## config.mk

```make
export PLATFORM = sky130hd
export DESIGN_NAME = aes_subbytes_serial_flat
export DESIGN_NICKNAME = d
export VERILOG_FILES = /design/src/rtl/aes_pkg.sv /design/src/rtl/aes_subbytes_serial_if.sv /design/src/rtl/aes_sbox_gf24.sv /design/src/rtl/aes_subbytes_serial.sv /design/src/flat_wrapper.sv
export SDC_FILE = /design/constraint.sdc
export NUM_CORES = 1
export LEC_CHECK = 0
export BUFFER_PORTS_ARGS = -buffer_cell sky130_fd_sc_hd__buf_2
export CORE_MARGIN = 1
export CORE_UTILIZATION = 57
export CTS_BUF_LIST = sky130_fd_sc_hd__clkbuf_8
export CTS_CLUSTER_DIAMETER = 200
export CTS_CLUSTER_SIZE = 20
export DETAILED_ROUTE_END_ITERATION = 10
export PLACE_DENSITY = 0.85
export REMOVE_ABC_BUFFERS = 1
export SLEW_MARGIN = 40
export SYNTH_ARGS = -nofsm -noshare
export SYNTH_HDL_FRONTEND = slang
export SYNTH_SLANG_ARGS = --single-unit
```

## constraint.sdc

```tcl
create_clock -name clk -period 12.7 [get_ports clk]
set_input_delay 2.54 -clock clk [delete_from_list [all_inputs] [get_ports clk]]
set_output_delay 2.54 -clock clk [all_outputs]
set_load 0.02 [all_outputs]
```

## src/rtl/aes_pkg.sv

```systemverilog
// aes_pkg: shared AES SubBytes types, constants and GF((2^4)^2) arithmetic
package aes_pkg;
  typedef enum logic [1:0] {IDLE = 2'd0, BUSY = 2'd1, DONE = 2'd2} state_t;
  localparam int AES_BYTES = 16;
  localparam logic [7:0] AFFINE_C = 8'h63;
  localparam logic [7:0] INV_AFFINE_C = 8'h05;
  // GF(2^4) = GF(2)[x]/(x^4+x+1); GF(2^8)' = GF(2^4)[y]/(y^2+y+LAMBDA), byte = {hi,lo} = hi*y+lo
  localparam logic [3:0] LAMBDA = 4'hc;
  function automatic logic [7:0] rotl(input logic [7:0] a, input int n);
    return (a << n) | (a >> (8 - n));
  endfunction
  function automatic logic [7:0] affine(input logic [7:0] a);
    return a ^ rotl(a, 1) ^ rotl(a, 2) ^ rotl(a, 3) ^ rotl(a, 4) ^ AFFINE_C;
  endfunction
  function automatic logic [7:0] inv_affine(input logic [7:0] a);
    return rotl(a, 1) ^ rotl(a, 3) ^ rotl(a, 6) ^ INV_AFFINE_C;
  endfunction
  // Team mux cell: its output is inverted, callers re-invert.
  function automatic logic [7:0] mux_n(input logic s, input logic [7:0] a, input logic [7:0] b);
    return ~(s ? b : a);
  endfunction
  function automatic logic [3:0] gf4_mul(input logic [3:0] a, input logic [3:0] b);
    logic [3:0] p, t;
    p = '0;
    t = a;
    for (int i = 0; i < 4; i++) begin
      p = b[i] ? p ^ t : p;
      t = {t[2:0], 1'b0} ^ (t[3] ? 4'h3 : 4'h0);
    end
    return p;
  endfunction
  function automatic logic [3:0] gf4_sq(input logic [3:0] a);
    return gf4_mul(a, a);
  endfunction
  function automatic logic [3:0] gf4_inv(input logic [3:0] a);
    logic [3:0] a2, a4, a8;
    a2 = gf4_sq(a);
    a4 = gf4_sq(a2);
    a8 = gf4_sq(a4);
    return gf4_mul(gf4_mul(a8, a4), a2);
  endfunction
  function automatic logic [7:0] gf8c_mul(input logic [7:0] a, input logic [7:0] b);
    logic [3:0] hh;
    hh = gf4_mul(a[7:4], b[7:4]);
    return {hh ^ gf4_mul(a[7:4], b[3:0]) ^ gf4_mul(a[3:0], b[7:4]),
            gf4_mul(hh, LAMBDA) ^ gf4_mul(a[3:0], b[3:0])};
  endfunction
  // (h*y+l)^-1 = (h*y + h+l) / (h^2*LAMBDA + h*l + l^2); zero maps to zero
  function automatic logic [7:0] gf8c_inv(input logic [7:0] a);
    logic [3:0] d;
    d = gf4_inv(gf4_mul(gf4_sq(a[7:4]), LAMBDA) ^ gf4_mul(a[7:4], a[3:0]) ^ gf4_sq(a[3:0]));
    return {gf4_mul(a[7:4], d), gf4_mul(a[7:4] ^ a[3:0], d)};
  endfunction
  function automatic logic [7:0] c8_pow(input logic [7:0] r, input int n);
    logic [7:0] p;
    p = 8'h01;
    for (int i = 0; i < n; i++) p = gf8c_mul(p, r);
    return p;
  endfunction
  function automatic logic [7:0] mat_apply(input logic [63:0] cols, input logic [7:0] a);
    logic [7:0] r;
    r = '0;
    for (int i = 0; i < 8; i++) r = a[i] ? r ^ cols[8*i +: 8] : r;
    return r;
  endfunction
  // Basis change: AES x^i maps to r^i, r the first composite root of x^8+x^4+x^3+x+1.
  function automatic logic [63:0] iso_build();
    logic [63:0] cols;
    logic [7:0] r, p;
    logic found;
    cols = '0;
    found = 1'b0;
    for (int c = 2; c < 256; c++) begin
      r = 8'(c);
      p = c8_pow(r, 8) ^ c8_pow(r, 4) ^ c8_pow(r, 3) ^ r ^ 8'h01;
      if (!found && p == 8'h00) begin
        found = 1'b1;
        for (int i = 0; i < 8; i++) cols[8*i +: 8] = c8_pow(r, i);
      end
    end
    return cols;
  endfunction
  function automatic logic [63:0] iso_inv_build(input logic [63:0] iso);
    logic [63:0] cols;
    cols = '0;
    for (int j = 0; j < 8; j++)
      for (int a = 0; a < 256; a++)
        if (mat_apply(iso, 8'(a)) == 8'(1 << j)) cols[8*j +: 8] = 8'(a);
    return cols;
  endfunction
  localparam logic [63:0] ISO = iso_build();
  localparam logic [63:0] ISO_INV = iso_inv_build(ISO);
endpackage

```

## src/rtl/aes_subbytes_serial_if.sv

```systemverilog
// aes_subbytes_serial_if: input/output valid-ready handshake for one AES state
interface aes_subbytes_serial_if;
  import aes_pkg::*;
  logic in_valid, in_ready, inv, out_valid, out_ready;
  logic [8*AES_BYTES-1:0] in_data, out_data;
  modport master (output in_valid, in_data, inv, out_ready, input in_ready, out_valid, out_data);
  modport slave (input in_valid, in_data, inv, out_ready, output in_ready, out_valid, out_data);
endinterface

```

## src/rtl/aes_sbox_gf24.sv

```systemverilog
// aes_sbox_gf24: combinational forward/inverse AES S-box via composite-field inversion
module aes_sbox_gf24
  import aes_pkg::*;
(
  input  logic [7:0] din,
  input  logic       inv,
  output logic [7:0] dout
);
  logic [7:0] pre, g;
  always_comb begin
    pre = ~mux_n(inv, din, inv_affine(din));
    g = mat_apply(ISO_INV, gf8c_inv(mat_apply(ISO, pre)));
    dout = ~mux_n(inv, affine(g), g);
  end
endmodule

```

## src/rtl/aes_subbytes_serial.sv

```systemverilog
// aes_subbytes_serial: byte-serial SubBytes/InvSubBytes over a 128-bit state, one byte per cycle
module aes_subbytes_serial
  import aes_pkg::*;
#(
  parameter logic INV_EN = 1'b1
) (
  input logic clk,
  input logic rst,
  aes_subbytes_serial_if.slave bus
);
  state_t st;
  logic [3:0] cnt;
  logic mode;
  logic [8*AES_BYTES-1:0] data;
  logic [7:0] sb_out;
  aes_sbox_gf24 u_sbox (.din(data[{cnt, 3'b000} +: 8]), .inv(mode), .dout(sb_out));
  assign bus.out_data = data;
  always_ff @(posedge clk) begin
    if (rst) begin
      st <= IDLE;
      cnt <= '0;
      mode <= 1'b0;
      data <= '0;
      bus.in_ready <= 1'b1;
      bus.out_valid <= 1'b0;
    end else begin
      case (st)
        IDLE: if (bus.in_valid) begin
          st <= BUSY;
          data <= bus.in_data;
          mode <= bus.inv & INV_EN;
          cnt <= '0;
          bus.in_ready <= 1'b0;
        end
        BUSY: begin
          data[{cnt, 3'b000} +: 8] <= sb_out;
          cnt <= cnt + 4'd1;
          if (cnt == 4'(AES_BYTES - 1)) begin
            st <= DONE;
            bus.out_valid <= 1'b1;
          end
        end
        DONE: if (bus.out_ready) begin
          st <= IDLE;
          bus.out_valid <= 1'b0;
          bus.in_ready <= 1'b1;
        end
        default: st <= IDLE;
      endcase
    end
  end
endmodule
```

## src/flat_wrapper.sv

```systemverilog
// flat-port wrapper written by rule: the top's interface ports become plain ports
module aes_subbytes_serial_flat import aes_pkg::*;
#(
  parameter logic INV_EN = 1'b1
)
  (clk, rst, bus_in_valid, bus_in_data, bus_inv, bus_out_ready, bus_in_ready, bus_out_valid, bus_out_data);
  aes_subbytes_serial_if bus_i ();
  input logic clk;
  input logic rst;
  input wire logic [$bits(bus_i.in_valid)-1:0] bus_in_valid;
  input wire logic [$bits(bus_i.in_data)-1:0] bus_in_data;
  input wire logic [$bits(bus_i.inv)-1:0] bus_inv;
  input wire logic [$bits(bus_i.out_ready)-1:0] bus_out_ready;
  output wire logic [$bits(bus_i.in_ready)-1:0] bus_in_ready;
  output wire logic [$bits(bus_i.out_valid)-1:0] bus_out_valid;
  output wire logic [$bits(bus_i.out_data)-1:0] bus_out_data;
  assign bus_i.in_valid = bus_in_valid;
  assign bus_i.in_data = bus_in_data;
  assign bus_i.inv = bus_inv;
  assign bus_i.out_ready = bus_out_ready;
  assign bus_in_ready = bus_i.in_ready;
  assign bus_out_valid = bus_i.out_valid;
  assign bus_out_data = bus_i.out_data;
  aes_subbytes_serial #(.INV_EN(INV_EN)) u_core (.clk(clk), .rst(rst), .bus(bus_i));
endmodule
```

Word level (Yosys, flattened, before mapping). Cells that the tools add are included.

Bits in registers: 137. Latch bits: 0. Memory bits (writable): 0. ROM bits: 0. Input bits: 133. Output and inout bits: 130. Word-level logic and storage cells: 220. Memories kept: 0.

Add/sub/neg operators: 2. $mul: 0. Divide/modulo/power cells: 0. Order comparisons: 0. Eq/ne operators: 6. Shift-type cells: 3. Mux-type cells: 100. Bitwise gates (word level): 94. Reduce and logical (&&, ||, !) cells: 9.

Operator list (count): 128-bit one-hot mux with 2 select lines (1); 4-bit 2-to-1 mux (41); 4-bit bitwise XOR (34); 128-bit bitwise mux (1); 128-bit 2-to-1 mux (1); 8-bit by 9-bit variable shift with 128-bit output (first input constant) (1); 128-bit by 8-bit indexed part select with 8-bit output (1); 8-bit by 9-bit indexed part select with 128-bit output (1); 4-bit by 2-bit bitwise XOR with 4-bit output (27); 2-bit 2-to-1 mux (31); 8-bit 2-to-1 mux (7); 8-bit bitwise XOR (6); 8-bit inverter (4); 7-bit 2-to-1 mux (4); 6-bit 2-to-1 mux (4); 4-bit inverter (5); 8-bit by 1-bit OR with 8-bit output (2); 8-bit by 3-bit OR with 8-bit output (2); 7-bit negation with 9-bit output (1); 3-bit AND reduction (3); 8-bit by 2-bit OR with 8-bit output (1); 8-bit by 4-bit OR with 8-bit output (1); 8-bit by 6-bit OR with 8-bit output (1); 4-bit one-hot mux with 2 select lines (1); 20 further kinds (33).

Longest topological paths before layout.
Depth after elaboration: 112. Depth in mapped cells: 54. Mapped depth without buffers: 39.

By module. A second synthesis with hierarchy kept.

Cell total of the unflattened synthesis: 1306. Area, all modules: 11621.1 µm².

Modules (own cells, without submodules): aes_subbytes_serial (instances 1, cells each 852, area an instance 7811.2 µm², seq. area each 2742.6 µm²); aes_sbox_gf24 (instances 1, cells each 454, area an instance 3809.9 µm², seq. area each 0.0 µm²).

Least setup slack after synthesis. Ideal clock, no wire load.

Path type: register -> register. Start point: reg u_core.cnt[0]. End point: reg u_core.data[17] (netlist: u_core.bus.out_data[17]). Library setup time: 0.103 ns. Arrival time: 11.050 ns. Required time: 12.597 ns. Setup slack: 1.547 ns. Cell stages (with the launch flop): 51. Buffers on the path: 12. Period minus slack after synthesis: 11.153 ns. Path through: dfxtp_1 -> buf_6 -> buf_8 -> mux4_2 -> a22oi_1 -> nand3_2 -> xor2_1 -> xor2_1 -> o211a_1 -> or2_1 -> buf_4 -> inv_2 -> buf_2 -> ha_1 -> clkbuf_1 -> nor3_1 -> xnor2_2 -> xnor3_1 -> (+15 left out) -> clkbuf_1 -> nor2_1 -> nand2_1 -> nor2_1 -> o21ai_0 -> o211ai_1 -> or2_2 -> a221oi_2 -> a21o_1 -> nand2_2 -> or4_1 -> a21oi_1 -> a221oi_4 -> xnor3_2 -> xnor2_1 -> mux2_2 -> buf_6 -> a2111oi_2.

Longest elaborated chain between the ends: 98. Elaborated cells between the ends (all ways): 183. Classes of those cells: add/sub (1); shift (3); mux (87); bitwise (92).

Ends and longest elaborated chain: start, declared (RTL line aes_subbytes_serial.sv:12) `logic [3:0] cnt;`; start signal, assigned (RTL line aes_subbytes_serial.sv:37) `cnt <= cnt + 4'd1;`; 128-bit by 8-bit indexed part select with 8-bit output (RTL line aes_subbytes_serial.sv:16) `aes_sbox_gf24 u_sbox (.din(data[{cnt, 3'b000} +: 8]), .inv(mode), .dout(sb_out));`; 8-bit by 1-bit OR with 8-bit output or 8-bit by 3-bit OR with 8-bit output (tied branches) (RTL line aes_pkg.sv:10) `return (a << n) | (a >> (8 - n));`; 8-bit bitwise XOR (2 in a row) (RTL line aes_pkg.sv:16) `return rotl(a, 1) ^ rotl(a, 3) ^ rotl(a, 6) ^ INV_AFFINE_C;`; 8-bit 2-to-1 mux (RTL line aes_pkg.sv:20) `return ~(s ? b : a);`; 8-bit inverter (RTL line aes_pkg.sv:20); 8-bit inverter (RTL line aes_sbox_gf24.sv:11) `pre = ~mux_n(inv, din, inv_affine(din));`; 6-bit 2-to-1 mux (RTL line aes_pkg.sv:63) `for (int i = 0; i < 8; i++) r = a[i] ? r ^ cols[8*i +: 8] : r;`; 7-bit 2-to-1 mux (2 in a row) (RTL line aes_pkg.sv:63); (+77 left out); 8-bit bitwise XOR (4 in a row) (RTL line aes_pkg.sv:13) `return a ^ rotl(a, 1) ^ rotl(a, 2) ^ rotl(a, 3) ^ rotl(a, 4) ^ AFFINE_C;`; 4-bit inverter (no source line); 8-bit 2-to-1 mux (RTL line aes_pkg.sv:20); 8-bit inverter (RTL line aes_pkg.sv:20); 8-bit inverter (RTL line aes_sbox_gf24.sv:13) `dout = ~mux_n(inv, affine(g), g);`; 8-bit by 9-bit indexed part select with 128-bit output (RTL line aes_subbytes_serial.sv:36) `data[{cnt, 3'b000} +: 8] <= sb_out;`; 128-bit bitwise mux (*) (RTL line aes_subbytes_serial.sv:36); 128-bit one-hot mux with 2 select lines (*) (RTL line aes_subbytes_serial.sv:27) `case (st)`; end signal, assigned (RTL line aes_subbytes_serial.sv:30) `data <= bus.in_data;`; end signal, assigned by index (RTL line aes_subbytes_serial.sv:36); end, declared (RTL line aes_subbytes_serial.sv:14) `logic [8*AES_BYTES-1:0] data;`.

Mark *: on every way between the ends. The rest lies on a longest branch, timed or not. A chain may end at the register's enable or synchronous reset.

Final worst setup path.
Start point: reg u_core.cnt[1]. End point: reg u_core.data[54] (netlist: u_core.bus.out_data[54]).

The elaborated chain is that of the path after synthesis.

==> results <==
- The standard-cell row count is 50.
- Detailed placement finished with a half-perimeter wire length of 29000 um.
- The layout-stage area growth over the synthesis result is 18.3%.
- Once the floorplan was initialized, standard cells occupied 58.9% of the core.
- The final RePlAce weighted congestion is 0.984.
- The tree is rooted in a sky130_fd_sc_hd__clkbuf_8.
- Setup repair after global routing left no endpoint under its margin.
- Clock-pin slew was measured on the worst setup and hold paths at 0.10 ns.
- In this run the worst hold path is classified as flip-flop to flip-flop.
- Summing all non-filler instances in the final layout gives an area of 0.0132 mm2.
- In the layout the commonest cells are 261 x sky130_fd_sc_hd__buf_2, 164 x sky130_fd_sc_hd__a21oi_1, 135 x sky130_fd_sc_hd__dfxtp_1.
- The cell with the largest stage delay on the worst path is sky130_fd_sc_hd__nor2b_1.
- The total cell area at the placement stage is 0.0128 mm2.
- The global-route wire length before repair is 61400 um.
- The critical path in this run is classified as flip-flop to flip-flop.
- The number of top-level pins is 263.
- The clock passes through at most 2 buffers.
- The number of search-and-repair iterations in the first detailed-routing pass is 7.
- The post-route fraction of the period consumed by the critical path is 92.9%.
- In this run, placement finished with an instance count of 1789.
- Sequential elements use 24.6% of the synthesized area.
- The residual DRC count is 0.
- Data arrives at the worst endpoint at 12.14 ns.
- Measured against its own limit, the worst slew margin works out to 41.8%.
- In this run, synthesis produced a sequential element count of 137.
- The clock sink count is 137.
- The library cell used most frequently in the layout, excluding fill and tap cells, is sky130_fd_sc_hd__buf_2.
- The launching element type of the critical path is a flip-flop.
- The share of cells above drive strength 1 is 30.2%.
- After filler insertion, the fill cell instance count of the layout stands at 1523.
- The H-tree level count is 4.
- TritonCTS built the clock tree.
- The total length of routed wires is 40100 um.
- The worst-margin pin slew is 0.871 ns.
- Of all nets on the critical path, the largest fanout is 15.
- The via count of the first global-routing pass came to 11400.
- The routed wirelength normalized by instance count is 22.0 um.
- The required time of the critical path is 13.05 ns.
- The final number of setup-violating endpoints is 0.
- The library cell with the largest summed area after synthesis is sky130_fd_sc_hd__dfxtp_1.
- In the synthesized netlist, the number of instances is 1336.
- The finished layout holds 1821 standard cells, fillers aside.
- The number of failing hold endpoints at the final stage is 0.
- The final count of pins violating max slew is 0.
- The number of setup buffers added after CTS is 0.
- After the first detailed-routing iteration, the DRC count stood at 1538.
- The average instance area after synthesis is 8.35 um2.
- The post-CTS resize count is 0.
- The clock latency of the later-clocked register in the worst-skew pair is 0.46 ns.
- Based on the critical path, the design can be clocked at up to 84.8 MHz.
- Clock skew on the completed layout was measured at 0.0190 ns.
- The cell that appears most often on the critical path is sky130_fd_sc_hd__xnor2_1.
- The fraction of post-synthesis cell area in the top cell type by area is 24.6%.
- The count of flip-flops with a built-in enable after synthesis is 0.
- For this run the aggregate overflow at the end of global routing stands at 0.
- Max-cap violations in this run came to 0.
- Input and output buffers added on the ports amount to 262.
- On the worst path, the slowest cell contributes a delay of 0.77 ns.
- The layout net count is 1692.
- Yosys attributes the largest share of cell area to sky130_fd_sc_hd__dfxtp_1 25%, sky130_fd_sc_hd__a21oi_1 7.5%, sky130_fd_sc_hd__mux4_2 5.2%, sky130_fd_sc_hd__and3_1 4.3%, sky130_fd_sc_hd__xnor2_1 3.6%.
- The share of synthesized registers carrying an async set or reset is 0%.
- The die is 142 um wide.
- The die covers 0.0201 mm2.
- The hold buffer count at CTS is 0.
- Using the TritonRoute via totals, the vias-per-cell ratio works out to 6.76.
- The flow ran to the end, and the final reports show no timing, DRC or antenna violations.
- The routed design could run at a clock period as short as 11.80 ns.
- The standard cell core area is 0.0190 mm2.
- The number of diodes is 0.
- The die span in y is 142 um.
- The number of antenna violations at the first check in global routing is 0.
- The routed layout has 12300 vias.
- The unique cell type count in the Yosys netlist is 102.
- Hold is met by 0.468 ns.
- The yosys synthesis warning count is 0.
- Entering global routing, the biggest net connects 104 pins.
- The count of nets left with antenna violations once routing finished came out at 0.
- The global router's overall resource usage is 39.1%.
- The mapped netlist covers 0.0112 mm2.
- STA classifies the critical path endpoint as a flip-flop.
- In the synthesized netlist the dominant register cell turns out to be sky130_fd_sc_hd__dfxtp_1.
- Counting the buffers created by CTS gives 17.
-- registers in the layout, indices dropped and copies added (netlist names) --
register,count
u_core.bus.out_data,128
u_core.cnt,4
u_core.st,2
u_core.bus.in_ready,1
u_core.bus.out_valid,1
u_core.mode,1
-- worst paths after layout --
| check | start | to | slack [ns] | cells after the start |
|---|---|---|---|---|
| hold / removal | u_core.bus.out_valid | u_core.bus.out_valid | 0.47 | 2 |
| hold reg to reg | u_core.bus.out_valid | u_core.bus.out_valid | 0.47 | 2 |
| setup / recovery | u_core.cnt[1] | u_core.bus.out_data[54] | 0.90 | 39 |
| setup reg to reg | u_core.cnt[1] | u_core.bus.out_data[54] | 0.90 | 39 |
-- cells in the mapped netlist, drive strengths merged (5+ instances only) --
master / number
nand2b: 8
a2111oi: 55
o21bai: 5
o21a: 6
nand2: 86
xnor3: 8
nor4: 9
o32a: 5
mux4: 26
dfxtp: 137
and3: 76
or3: 10
ha: 10
a221o: 5
o211a: 5
buf: 41
nand4: 11
nor3: 75
a221oi: 8
o31ai: 7
and2: 8
nand3: 37
clkbuf: 82
a21oi: 170
a22oi: 10
or2: 13
xnor2: 55
o211ai: 10
a211oi: 24
a31oi: 8
a21o: 5
nor2: 67
o2111ai: 7
o21ai: 30
mux2i: 33
inv: 19
xor2: 29
mux2: 13
o22ai: 62
nor2b: 10
-- final cells by class --
class,count,area (um2),share of cell area [%]
inverters,19,71.3,0.540
multi-input cells,1057,7860,59.5
flip-flops and latches,137,2750,20.8
clock buffers,17,234,1.77
clock inverters,14,136,1.03
well taps,260,325,2.47
repair buffers,317,1820,13.8
-- metrics by stage --
stage | setup WS [ns] | util [%] | setup TNS, ns
final | 0.902 | 69.6 | 0
after global placement | 1.28 | 67.3 | 0
after detailed placement | 0.900 | 67.5 | 0
after CTS | 0.890 | 69.4 | 0
after floorplan | -0.386 | - | -19.53
after global routing | 0.0439 | 69.6 | 0
-- logic make-up after synthesis --
group / after synthesis / synth area share [%]
buf+inv: 142 / 5.76
fa+ha+maj: 10 / 1.12
flops: 137 / 24.6
mux: 72 / 9.77
simple gates: 427 / 20.2
xor+xnor: 94 / 9.89
compound gates: 454 / 28.7
-- per-layer routing --
layer	GRT usage (%)	part of all wire (%)	vias up
met3	5.70	9.3	180
met5	0	0	-
met2	63.3	47	800
li1	-	-	5562
met1	48.3	37	5767
met4	26.8	6.4	0
-- critical path: cells and delay by family (launching register included) --
kind | cells | cell delay, ns
compound gates | 10 | 2.74
flops | 1 | 0.67
fa+ha+maj | 3 | 1.27
simple gates | 13 | 3.73
mux | 1 | 0.32
xor+xnor | 8 | 2.16
buf+inv | 4 | 0.80
Power is left out: the tool's default activity adds up to more than one toggle a clock period on the data nets, which glitch-free logic cannot reach.
